===== src/rtl/vx_issue_ibuf_sb.sv =====
`default_nettype none
// vx_issue_ibuf_sb: per-warp instruction buffers, register scoreboard and round-robin issue.
// Optional performance counters are enabled by defining ISSUE_PERF_EN.
module vx_issue_ibuf_sb #(
    parameter int NUM_WARPS    = 4,
    parameter int IBUF_DEPTH   = 2,
    parameter int NUM_REGS     = 32,
    parameter int NUM_CHANNELS = 3,
    parameter int DATA_W       = 64,
    localparam int WID_W = (NUM_WARPS > 1) ? $clog2(NUM_WARPS) : 1,
    localparam int RID_W = $clog2(NUM_REGS),
    localparam int CH_W  = (NUM_CHANNELS > 1) ? $clog2(NUM_CHANNELS) : 1
) (
    input  logic                    clk,
    input  logic                    reset_n,
    input  logic                    decode_valid,
    input  logic [WID_W-1:0]        decode_wid,
    input  logic [CH_W-1:0]         decode_ch,
    input  logic                    decode_wb,
    input  logic [2:0]              decode_used_rs,
    input  logic [RID_W-1:0]        decode_rd,
    input  logic [RID_W-1:0]        decode_rs1,
    input  logic [RID_W-1:0]        decode_rs2,
    input  logic [RID_W-1:0]        decode_rs3,
    input  logic [DATA_W-1:0]       decode_data,
    output logic                    decode_ready,
    input  logic                    writeback_valid,
    input  logic [WID_W-1:0]        writeback_wid,
    input  logic [RID_W-1:0]        writeback_rd,
    input  logic                    writeback_eop,
    output logic [NUM_CHANNELS-1:0] dispatch_valid,
    output logic [WID_W-1:0]        dispatch_wid,
    output logic                    dispatch_wb,
    output logic [RID_W-1:0]        dispatch_rd,
    output logic [DATA_W-1:0]       dispatch_data,
    input  logic [NUM_CHANNELS-1:0] dispatch_ready
`ifdef ISSUE_PERF_EN
    ,
    output logic [31:0]             perf_sb_stall,
    output logic [31:0]             perf_ibuf_full
`endif
);

    localparam int PTR_W = $clog2(IBUF_DEPTH);
    localparam int CNT_W = PTR_W + 1;
    localparam logic [0:0] ST_IDLE  = 1'b0;
    localparam logic [0:0] ST_OFFER = 1'b1;

    logic [CH_W-1:0]   ch_q   [NUM_WARPS][IBUF_DEPTH];
    logic              wb_q   [NUM_WARPS][IBUF_DEPTH];
    logic [2:0]        used_q [NUM_WARPS][IBUF_DEPTH];
    logic [RID_W-1:0]  rd_q   [NUM_WARPS][IBUF_DEPTH];
    logic [RID_W-1:0]  rs1_q  [NUM_WARPS][IBUF_DEPTH];
    logic [RID_W-1:0]  rs2_q  [NUM_WARPS][IBUF_DEPTH];
    logic [RID_W-1:0]  rs3_q  [NUM_WARPS][IBUF_DEPTH];
    logic [DATA_W-1:0] data_q [NUM_WARPS][IBUF_DEPTH];

    logic [PTR_W-1:0]    rptr_q [NUM_WARPS];
    logic [PTR_W-1:0]    wptr_q [NUM_WARPS];
    logic [CNT_W-1:0]    cnt_q  [NUM_WARPS];
    logic [NUM_REGS-1:0] busy_q [NUM_WARPS];
    logic [0:0]          state_q;
    logic [WID_W-1:0]    sel_q;
    logic [WID_W-1:0]    last_q;

    logic [CH_W-1:0]   h_ch   [NUM_WARPS];
    logic              h_wb   [NUM_WARPS];
    logic [RID_W-1:0]  h_rd   [NUM_WARPS];
    logic [DATA_W-1:0] h_data [NUM_WARPS];
    logic [NUM_WARPS-1:0] w_elig;
    logic [NUM_WARPS-1:0] w_nonempty;
    logic              w_pick_vld;
    logic [WID_W-1:0]  w_pick_wid;
    logic [WID_W-1:0]  w_idx;
    logic              w_cur_vld;
    logic [WID_W-1:0]  w_cur_wid;
    logic              w_fire;
    logic              w_push;
    logic              w_set;
    logic              w_clr;

    // A head is eligible only when none of its sources and, for writers, its destination is pending.
    always_comb begin
        for (int w = 0; w < NUM_WARPS; w++) begin
            h_ch[w]       = ch_q[w][rptr_q[w]];
            h_wb[w]       = wb_q[w][rptr_q[w]];
            h_rd[w]       = rd_q[w][rptr_q[w]];
            h_data[w]     = data_q[w][rptr_q[w]];
            w_nonempty[w] = (cnt_q[w] != '0);
            w_elig[w]     = w_nonempty[w]
                && !(used_q[w][rptr_q[w]][0] && busy_q[w][rs1_q[w][rptr_q[w]]])
                && !(used_q[w][rptr_q[w]][1] && busy_q[w][rs2_q[w][rptr_q[w]]])
                && !(used_q[w][rptr_q[w]][2] && busy_q[w][rs3_q[w][rptr_q[w]]])
                && !(h_wb[w] && busy_q[w][h_rd[w]]);
        end
    end

    always_comb begin
        w_pick_vld = 1'b0;
        w_pick_wid = '0;
        w_idx      = '0;
        for (int i = 0; i < NUM_WARPS; i++) begin
            w_idx = WID_W'((int'(last_q) + 1 + i) % NUM_WARPS);
            if (!w_pick_vld && w_elig[w_idx]) begin
                w_pick_vld = 1'b1;
                w_pick_wid = w_idx;
            end
        end
    end

    // A pending offer stays locked to its warp until it fires.
    assign w_cur_vld = (state_q == ST_OFFER) ? 1'b1  : w_pick_vld;
    assign w_cur_wid = (state_q == ST_OFFER) ? sel_q : w_pick_wid;

    assign dispatch_valid = w_cur_vld ? (NUM_CHANNELS'(1) << h_ch[w_cur_wid]) : '0;
    assign dispatch_wid   = w_cur_vld ? w_cur_wid         : '0;
    assign dispatch_wb    = w_cur_vld ? h_wb[w_cur_wid]   : 1'b0;
    assign dispatch_rd    = w_cur_vld ? h_rd[w_cur_wid]   : '0;
    assign dispatch_data  = w_cur_vld ? h_data[w_cur_wid] : '0;

    assign w_fire       = |(dispatch_valid & dispatch_ready);
    assign decode_ready = (cnt_q[decode_wid] < CNT_W'(IBUF_DEPTH));
    assign w_push       = decode_valid && decode_ready;
    assign w_set        = w_fire && h_wb[w_cur_wid] && (h_rd[w_cur_wid] != '0);
    assign w_clr        = writeback_valid && writeback_eop;

    always_ff @(posedge clk) begin
        if (w_push) begin
            ch_q[decode_wid][wptr_q[decode_wid]]   <= decode_ch;
            wb_q[decode_wid][wptr_q[decode_wid]]   <= decode_wb;
            used_q[decode_wid][wptr_q[decode_wid]] <= decode_used_rs;
            rd_q[decode_wid][wptr_q[decode_wid]]   <= decode_rd;
            rs1_q[decode_wid][wptr_q[decode_wid]]  <= decode_rs1;
            rs2_q[decode_wid][wptr_q[decode_wid]]  <= decode_rs2;
            rs3_q[decode_wid][wptr_q[decode_wid]]  <= decode_rs3;
            data_q[decode_wid][wptr_q[decode_wid]] <= decode_data;
        end
    end

    always_ff @(posedge clk or negedge reset_n) begin
        if (!reset_n) begin
            for (int w = 0; w < NUM_WARPS; w++) begin
                rptr_q[w] <= '0;
                wptr_q[w] <= '0;
                cnt_q[w]  <= '0;
                busy_q[w] <= '0;
            end
            state_q <= ST_IDLE;
            sel_q   <= '0;
            last_q  <= WID_W'(NUM_WARPS - 1);
        end else begin
            for (int w = 0; w < NUM_WARPS; w++) begin
                if (w_push && (decode_wid == WID_W'(w)))
                    wptr_q[w] <= wptr_q[w] + PTR_W'(1);
                if (w_fire && (w_cur_wid == WID_W'(w)))
                    rptr_q[w] <= rptr_q[w] + PTR_W'(1);
                case ({w_push && (decode_wid == WID_W'(w)), w_fire && (w_cur_wid == WID_W'(w))})
                    2'b10:   cnt_q[w] <= cnt_q[w] + CNT_W'(1);
                    2'b01:   cnt_q[w] <= cnt_q[w] - CNT_W'(1);
                    default: cnt_q[w] <= cnt_q[w];
                endcase
            end
            if (w_set)
                busy_q[w_cur_wid][h_rd[w_cur_wid]] <= 1'b1;
            if (w_clr)
                busy_q[writeback_wid][writeback_rd] <= 1'b0;
            if (w_cur_vld && !w_fire) begin
                state_q <= ST_OFFER;
                sel_q   <= w_cur_wid;
            end else begin
                state_q <= ST_IDLE;
            end
            if (w_fire)
                last_q <= w_cur_wid;
        end
    end

    a_no_set_clr_same: assert property (@(posedge clk) disable iff (!reset_n)
        !(w_set && w_clr && (w_cur_wid == writeback_wid) && (h_rd[w_cur_wid] == writeback_rd)));
    a_clr_only_busy: assert property (@(posedge clk) disable iff (!reset_n)
        w_clr |-> busy_q[writeback_wid][writeback_rd]);

`ifdef ISSUE_PERF_EN
    logic [31:0] perf_sb_stall_q;
    logic [31:0] perf_ibuf_full_q;

    always_ff @(posedge clk or negedge reset_n) begin
        if (!reset_n) begin
            perf_sb_stall_q  <= '0;
            perf_ibuf_full_q <= '0;
        end else begin
            if ((|w_nonempty) && !(|w_elig) && (perf_sb_stall_q != '1))
                perf_sb_stall_q <= perf_sb_stall_q + 32'd1;
            if (decode_valid && !decode_ready && (perf_ibuf_full_q != '1))
                perf_ibuf_full_q <= perf_ibuf_full_q + 32'd1;
        end
    end

    assign perf_sb_stall  = perf_sb_stall_q;
    assign perf_ibuf_full = perf_ibuf_full_q;
`endif

endmodule
`default_nettype wire


===== config.mk =====
export PLATFORM = sky130hd
export DESIGN_NAME = vx_issue_ibuf_sb
export DESIGN_NICKNAME = d
export VERILOG_FILES = /design/src/rtl/vx_issue_ibuf_sb.sv
export SDC_FILE = /design/constraint.sdc
export NUM_CORES = 1
export LEC_CHECK = 0
export ABC_AREA = 1
export BUFFER_PORTS_ARGS = -buffer_cell sky130_fd_sc_hd__buf_4
export CORE_ASPECT_RATIO = 0.5
export CORE_MARGIN = 2
export CORE_UTILIZATION = 35
export CTS_BUF_LIST = sky130_fd_sc_hd__clkbuf_4 sky130_fd_sc_hd__clkbuf_8 sky130_fd_sc_hd__clkbuf_16
export DETAILED_ROUTE_END_ITERATION = 8
export PLACE_DENSITY = 0.48
export SYNTH_ARGS = -nofsm -noshare
export SYNTH_HDL_FRONTEND = slang
export SYNTH_SLANG_ARGS = --single-unit

===== constraint.sdc =====
create_clock -name clk -period 11.4 [get_ports clk]
set_input_delay 0 -clock clk [delete_from_list [all_inputs] [get_ports clk]]
set_output_delay 0 -clock clk [all_outputs]
set_load 0.005 [all_outputs]

==> results by stage, run 1 <==
Status:
- The run finished with clean final reports.

Place:
- Detailed placement finished with a half-perimeter wire length of 93.3 mm.
- Before CTS, the worst setup slack after placement is 3800 ps.
- The number of port buffers is 182.
- The number of placed instances with taps included is 5772.
- The global placer's final weighted congestion is 0.922.
- The placement-stage cell area is 43500 um2.

STA:
- The pin slew with the least headroom to its limit is 1250 ps.
- The shortest clock period the worst path allows after layout is 8090 ps.
- In the final timing run, aggregate negative setup slack is 0 ps.
- The clock arrives with 34.8 ps of skew.
- In this run the tightest slew margin relative to its limit is 0.164.
- After layout, the worst setup slack is 3310 ps.
- The part of the cycle the worst path needs is 0.710.
- The final max-slew violation count is 0.
- The final count of hold timing violations was 0.
- Static timing analysis puts the maximum clock frequency at 124 MHz.
- Setup repair after global routing left no endpoint under its margin.
- Setup violations remaining at the end of the flow were counted as 0.

Layout:
- The area growth from synthesis to layout is 16.5%.
- Of the cells placed in the final design, the portion with a size suffix greater than 1 is 0.116.
- The finished cells cover 47400 um2.
- Once layout is complete, the cells apart from fillers number 6039.
- The count of nets after finishing is 4555.

Setup path:
- For the worst setup path, the data required time is 11400 ps.
- The maximum fanout along the worst path is 60.
- The worst setup path is of the reg -> out kind.
- Data arrives at the worst endpoint at 8090 ps.
- The worst setup path is launched from a flip-flop.
- The endpoint type of the worst setup path is an output pin.

Synth:
- Sorting the synthesized cells by area gives the leading types as edfxtp_1 53%, nand2_1 10%, dfrtp_1 9.0%.
- The most frequent cell after synthesis is nand2_1.
- The share of the synthesized area in the top cell type is 0.531.
- The async set-or-reset flop fraction in the synthesized netlist is 0.171.
- The net count after synthesis is 4320.
- After synthesis the netlist holds a flip-flop and latch count of 869.
- The biggest area consumer among synthesized cells is edfxtp_1.
- In the synthesized netlist, the number of instances is 4209.
- The average size of a mapped cell is 9.67 um2.
- After synthesis the cells add up to 40700 um2.
- The sequential cell area fraction in the yosys report is 0.623.
- The most used flip-flop cell after synthesis is edfxtp_1.
- Yosys mapped the design onto 44 distinct sky130hd cell types.
- The number of enable-type register cells in the synthesized netlist is 720.
- Yosys printed 0 warnings.
- The commonest cells after synthesis are 1081 x nand2_1, 720 x edfxtp_1, 674 x nand3_1.

Drt:
- Wires add up to 150 mm.
- The average detailed-routed wire length per instance is 24.8 um.
- The detailed router's first-iteration violation count is 3625.
- For this run, design rule violations remaining after detail routing come to 0.
- Before antenna repair, the detailed router went through 6 iterations.
- The number of nets still failing antenna checks after routing is 0.
- The via count is 32285.
- Dividing the detail-routed via count by the number of cells gives 5.35.

Run:
- Max-cap violations in this run came to 0.

GRT:
- For this run the aggregate overflow at the end of global routing stands at 0.
- The via count of the first global-routing pass was 30181.
- The maximum number of pins on one net before global-route repair is 79.
- The total track usage is 0.247.
- The number of antenna violations at the first check in global routing is 5.
- The first global-routing pass estimated 216 mm of wire.

Floorplanning:
- The floorplan step set the die width to 486 um.
- During I/O placement, the number of pins put on the boundary was 183.
- The core region is 115000 um2.
- The starting utilization of the core area is 0.353.
- The floorplan step defined a die boundary enclosing 119000 um2.
- The total number of placement rows is 88.
- The die extent in y is 245 um.

Power and ir drop:
- The net load switching power is 6270 uW.
- The design draws 13500 uW.
- For this design the static power due to leakage is 0.0189 uW.
- The switching portion of total power is 0.463.
- The combinational share of power is 0.486.
- Of the total power, registers draw 0.300.
- The internal portion of the total power is 7280 uW.
- Of the total power, the clock network draws 0.214.
- Dividing total power by cell area gives a power density of 285 nW/um2.
- The maximum ir drop on the vdd rail is 0.322 mV.

Clocking:
- The TritonCTS clock tree is yes.
- Clock-pin slew was measured on the worst setup and hold paths at 70 ps.
- For this design, the sink count on the clock tree is 869.
- The clock latency on the worst-skew pair is 710 ps.
- The number of buffers inserted to repair setup after CTS is 0.
- The H-tree was split into 3 levels.
- The maximum root-to-sink buffer count is 3.
- The cell sitting at the root of the clock tree is a clkbuf_16.
- The number of clock buffers inserted by TritonCTS is 85.

Min path:
- The path class of the lowest-slack min-delay path is in -> reg.
## critical path: stages, from the launching register on
cell and delay, ps:
dfrtp_4 670, buf_4 480, o21ai_1 1030, inv_1 280, nand3_1 160, nand2_1 80, nand2_1 60, nand3_1 80
nand3_1 160, nand2_1 60, nor2_1 200, nand3_1 130, nand2_1 120, nand2_1 80, nand2_1 110, nand4_1 120
nand2_1 80, nand2_1 60, nand2_2 240, nand2_2 350, nand2_1 390, clkinv_2 580, buf_4 610, o21ai_0 210
nand3_1 100, a311oi_1 500, buf_4 220
## timing repair
action                                 CTS  global route
hold buffers                           115             0
endpoints found under the hold margin  981             0
resized for setup                        0             0
## power groups by stage
stage,logic [uW],registers [uW],clock network (uW)
floorplan,3970,3870,0
global placement,6520,4120,0
detailed placement,6560,4120,0
CTS,6610,4060,2940
global route,7140,4080,3070
finish,6590,4060,2890
## worst paths after layout
kind	start	end	slack [ps]	depth (start not counted)
setup / recovery	rptr_q[3]	dispatch_data[2]	3310	26
hold / removal	decode_data[56]	data_q[3][120]	80	2
setup reg to reg	rptr_q[3]	cnt_q[5]	3680	31
hold reg to reg	cnt_q[0]	cnt_q[0]	510	1
max in group asynchronous	reset_n	busy_q[79]	10090	4
min in group asynchronous	reset_n	busy_q[116]	420	4
## cells in the final DEF, fill, tap and decap left out, types with 25 or more instances in the layout
cell type / count
nand2_1: 1081
clkbuf_16: 86
nand3_1: 674
inv_1: 267
buf_4: 224
o21ai_1: 25
dfrtp_1: 143
o21ai_0: 184
dlygate4sd3_1: 114
nor2_4: 25
a21oi_1: 134
a311oi_1: 48
nand2_2: 29
edfxtp_1: 720
nor2_1: 446
## state kept, by name, indices dropped and copies added, names as in the netlist
name and count:
rs1_q 40, cnt_q 8, used_q 24, rs3_q 40
sel_q 2, data_q 512, wptr_q 4, wb_q 8
busy_q 128, ch_q 16, state_q 1, rptr_q 4
rs2_q 40, rd_q 40, last_q 2
## cell type report
class | count | area [um2]
fill | 11185 | 67800
clock buffer | 108 | 2320
multi-input combinational | 2850 | 13400
sequential | 869 | 25400
timing repair buffer | 340 | 2850
tap | 1530 | 1910
antenna | 1 | 2.50
clock inverter | 43 | 459
inverter | 298 | 1130
## stage by stage
stage          hold WS, ps  utilization
2_1_floorplan         -296            -
3_3_place_gp         -72.1        0.377
3_5_place_dp         -68.4        0.377
4_1_cts               30.0        0.412
5_1_grt               50.1        0.412
6_report              83.1        0.412
## metal layers
metal | routed length (um) | track usage | vias up
li1 | - | - | 14857
met1 | 69000 | 0.356 | 16110
met2 | 67900 | 0.388 | 1117
met3 | 9010 | 0.0412 | 201
met4 | 3700 | 0.0621 | 0
met5 | 0 | 0 | -
## kinds of logic after synthesis
family / after synthesis / synth area share
and+or+nand+nor: 2356 / 0.251
DFF: 869 / 0.623
buffers and inverters: 490 / 0.0506
AOI/OAI and AO/OA: 452 / 0.0656
muxes: 21 / 0.00516
xor gates and xnor gates: 17 / 0.00366
adders and majority gates: 4 / 0.00123
Power figures use the tool's default switching activity.
==> inputs of run 2 (changes only) <==
==> constraint.sdc (replaced) <==
create_clock -name clk -period 7.93 [get_ports clk]
set_input_delay 0 -clock clk [delete_from_list [all_inputs] [get_ports clk]]
set_output_delay 0 -clock clk [all_outputs]
set_load 0.005 [all_outputs]
==> run 2 against run 1 <==
Sequential power rose by 43%. Via count fell by 1.1%. Routed wire length fell by 1.1%. Count of clock-buffer cells in the layout rose by 4. Cell area barely moved. Combinational power rose by 45%. Global-route usage fell by 0.13 points. Non-clock buffer count rose by 6. Clock skew rose by 13 ps. Total power rose by 43%. Setup slack got worse by 2800 ps. Sequential share of layout area barely moved. Critical path type unchanged. Critical endpoint is now dispatch_data[57].
==> results by stage, run 2 (synthesis gave the netlist of run 1 again) <==
Layout:
- The count of nets after finishing is 4560 (was 4555).
- The number of flip-flops in the largest register came to 512 (unchanged).
- The share of final-layout standard cells stronger than drive strength 1 is 0.118 (was 0.116).
- Highest-count cells in the layout ignoring fill and taps: 1081 x nand2_1, 720 x edfxtp_1, 674 x nand3_1 (unchanged).
- The area growth from synthesis to final layout is 16.6% (was 16.5%).
- The final instance area is 47500 um2 (was 47400 um2).
- The post-route non-filler standard cell count came to 6044 (was 6039).
- The antenna diode count is 0 (was 1).
- The most frequent standard cell in the layout excluding fill and tap cells is nand2_1 (unchanged).
- The final core utilization is 0.412 (about the same).

STA:
- The final max-slew violation count is 0 (unchanged).
- The setup slack after layout is 520 ps (was 3310 ps).
- The final count of negative-setup-slack endpoints is 0 (unchanged).
- The worst clock skew is 47.5 ps (was 34.8 ps).
- Setup repair after global routing missed its margin: false (unchanged).
- The final count of hold timing violations came to 0 (unchanged).
- The shortest clock period the worst path allows after layout is 7410 ps.
- The maximum clock rate is 135 MHz.
- The pin slew with the least headroom to its limit was 1150 ps (was 1250 ps).
- The headroom to the max-slew limit is 0.231 (was 0.164).
- Of the available clock period, the critical path in the final layout requires 0.934.
- The final total negative setup slack is 0 ps (unchanged).

Power and ir drop:
- The maximum ir drop on the vdd rail is 0.478 mV (was 0.322 mV).
- The leakage power total was 0.0190 uW (was 0.0189 uW).
- The total power per unit cell area was 409 nW/um2 (was 285 nW/um2).

Drt:
- The detailed-route DRC error count is 0 (unchanged).
- The detailed router's first-iteration violation count came to 3325 (was 3625).
- The number of nets still failing antenna checks after routing is 0 (unchanged).
- The number of detailed-routing iterations run before antenna repair is 8 (was 6).
- The via count is 31940 (was 32285).
- The average detailed-routed wire length per instance is 24.5 um (was 24.8 um).
- The total detailed-routing wirelength is 148 mm (was 150 mm).
- The average vias per placed instance is 5.28 (was 5.35).

Clocking:
- The number of clock buffers inserted by TritonCTS came to 84 (was 85).
- The clock latency on the worst-skew pair came to 720 ps (was 710 ps).
- The TritonCTS clock tree is yes (unchanged).
- The maximum root-to-sink buffer count is 3 (unchanged).
- The clock sink total came to 869 (unchanged).
- The hold-fix buffer count after cts was 117 (was 115).
- The number of levels the H-tree was split into is 3 (unchanged).
- The number of buffers inserted to repair setup after CTS came to 0 (unchanged).
- The post-cts gate resize count is 0 (unchanged).
- The clock tree root driver cell is clkbuf_16 (unchanged).
- The clock transition at the registers of the reported paths came to 60 ps (was 70 ps).

Min path:
- The path class of the lowest-slack min-delay path is in -> reg (unchanged).

Setup path:
- The source of the worst register-to-register timing path is rptr_q[0] (was rptr_q[3]).
- The worst endpoint required time was 7930 ps (was 11400 ps).
- The termination of the worst setup path is dispatch_data[57] (was dispatch_data[2]).
- The launch point of the worst path was rptr_q[0] (was rptr_q[3]).
- The type of origin of the critical path is a flip-flop (unchanged).
- The internal reg-to-reg setup slack is 1380 ps (was 3680 ps).
- The endpoint type of the worst setup path is an output pin (unchanged).
- The worst flop-to-flop path endpoint is cnt_q[3] (was cnt_q[5]).
- The data arrival time of the worst path is 7410 ps (was 8090 ps).
- The maximum fanout along the worst path was 53 (was 60).
- The number of cells traversed by the worst register-to-register path is 25 (was 31).
- The critical setup path kind is reg -> out (unchanged).

GRT:
- The via count of the first global-routing pass came to 29673 (was 30181).
- The aggregate global routing overflow was 0 (unchanged).
- The wire length of the first global-routing pass came to 214 mm (was 216 mm).
- The total track usage is 0.246 (was 0.247).
- The number of antenna violations at the first check in global routing is 5 (unchanged).
- The maximum number of pins on one net before global-route repair came to 97 (was 79).

Place:
- The global placer's final weighted congestion was 0.932 (was 0.922).
- The number of port buffers is 182 (unchanged).
- The number of placed instances with taps included is 5776 (was 5772).
- The detailed placement HPWL is 95.0 mm (was 93.3 mm).
- The placement-stage cell area was 43600 um2 (was 43500 um2).
- The setup slack after placement is 1290 ps (was 3800 ps).

Floorplanning:
- The die footprint is 119000 um2 (unchanged).
- The starting utilization of the core area is 0.353 (unchanged).
- The total number of placement rows is 88 (unchanged).
- The horizontal die dimension was 486 um (unchanged).
- The count of pins on the block boundary came to 183 (unchanged).
- The die extent in y is 245 um (unchanged).
- The core footprint is 115000 um2 (unchanged).

Run:
- The max-cap check violation count came to 0 (unchanged).

Status:
- Outcome: finished clean (unchanged).
## run 2: worst min-delay path by stage
stage	depth (start not counted)	slack [ps]	endpoint	startpoint
4_1_cts	2	9	data_q[0][55]	decode_data[55]
3_5_place_dp	1	-20	busy_q[116]	reset_n
3_3_place_gp	1	-20	busy_q[52]	reset_n
6_report	2	60	data_q[1][120]	decode_data[56]
5_1_grt	2	30	data_q[0][82]	decode_data[18]
2_1_floorplan	0	-300	busy_q[0]	reset_n
## run 2: per-stage QoR
| stage | total power [uW] | hold WS (ps) |
|---|---|---|
| 2_1_floorplan | 11300 | -296 |
| 3_3_place_gp | 15400 | -19.1 |
| 4_1_cts | 19500 | 9.31 |
| 6_report | 19400 | 56.9 |
| 3_5_place_dp | 15400 | -23.6 |
| 5_1_grt | 20500 | 34.8 |
## run 2: critical path, stage by stage, from the launching register on
cell and delay [ps]:
dfrtp_4 770, inv_4 270, buf_4 480, or2_2 400, o21ai_0 130, inv_1 210, nand3_1 130, nand2_1 50
nor2_1 310, nand3_1 150, nand2_1 120, nand2_1 60, nand2_1 90, nand4_1 130, nand2_1 90, nand2_1 60
nand2_2 250, nand2_2 390, nand2_1 370, clkinv_2 780, buf_4 550, o21ai_0 120, nand3_1 90, a311oi_1 410
buf_4 200
## run 2: per-layer routing
layer	part of all wire	track usage	routed length, um
met1	0.47	0.362	69700
met2	0.46	0.384	67400
met3	0.055	0.0357	8140
met4	0.018	0.0537	2730
met5	0	0	0
## run 2: area by class of cell
| class | count | area [um2] |
|---|---|---|
| fill | 11174 | 67800 |
| timing repair buffer | 346 | 2950 |
| clock buffer | 112 | 2340 |
| tap | 1530 | 1910 |
| clock inverter | 39 | 394 |
| inverter | 298 | 1130 |
| multi-input combinational | 2850 | 13400 |
| sequential | 869 | 25400 |
## run 2: power breakdown
group	switching (uW)	leakage (uW)	internal (uW)
registers	495	0.00795	5290
clock network	1840	0.00136	2230
logic	6660	0.00965	2890
total	8990	0.0190	10400
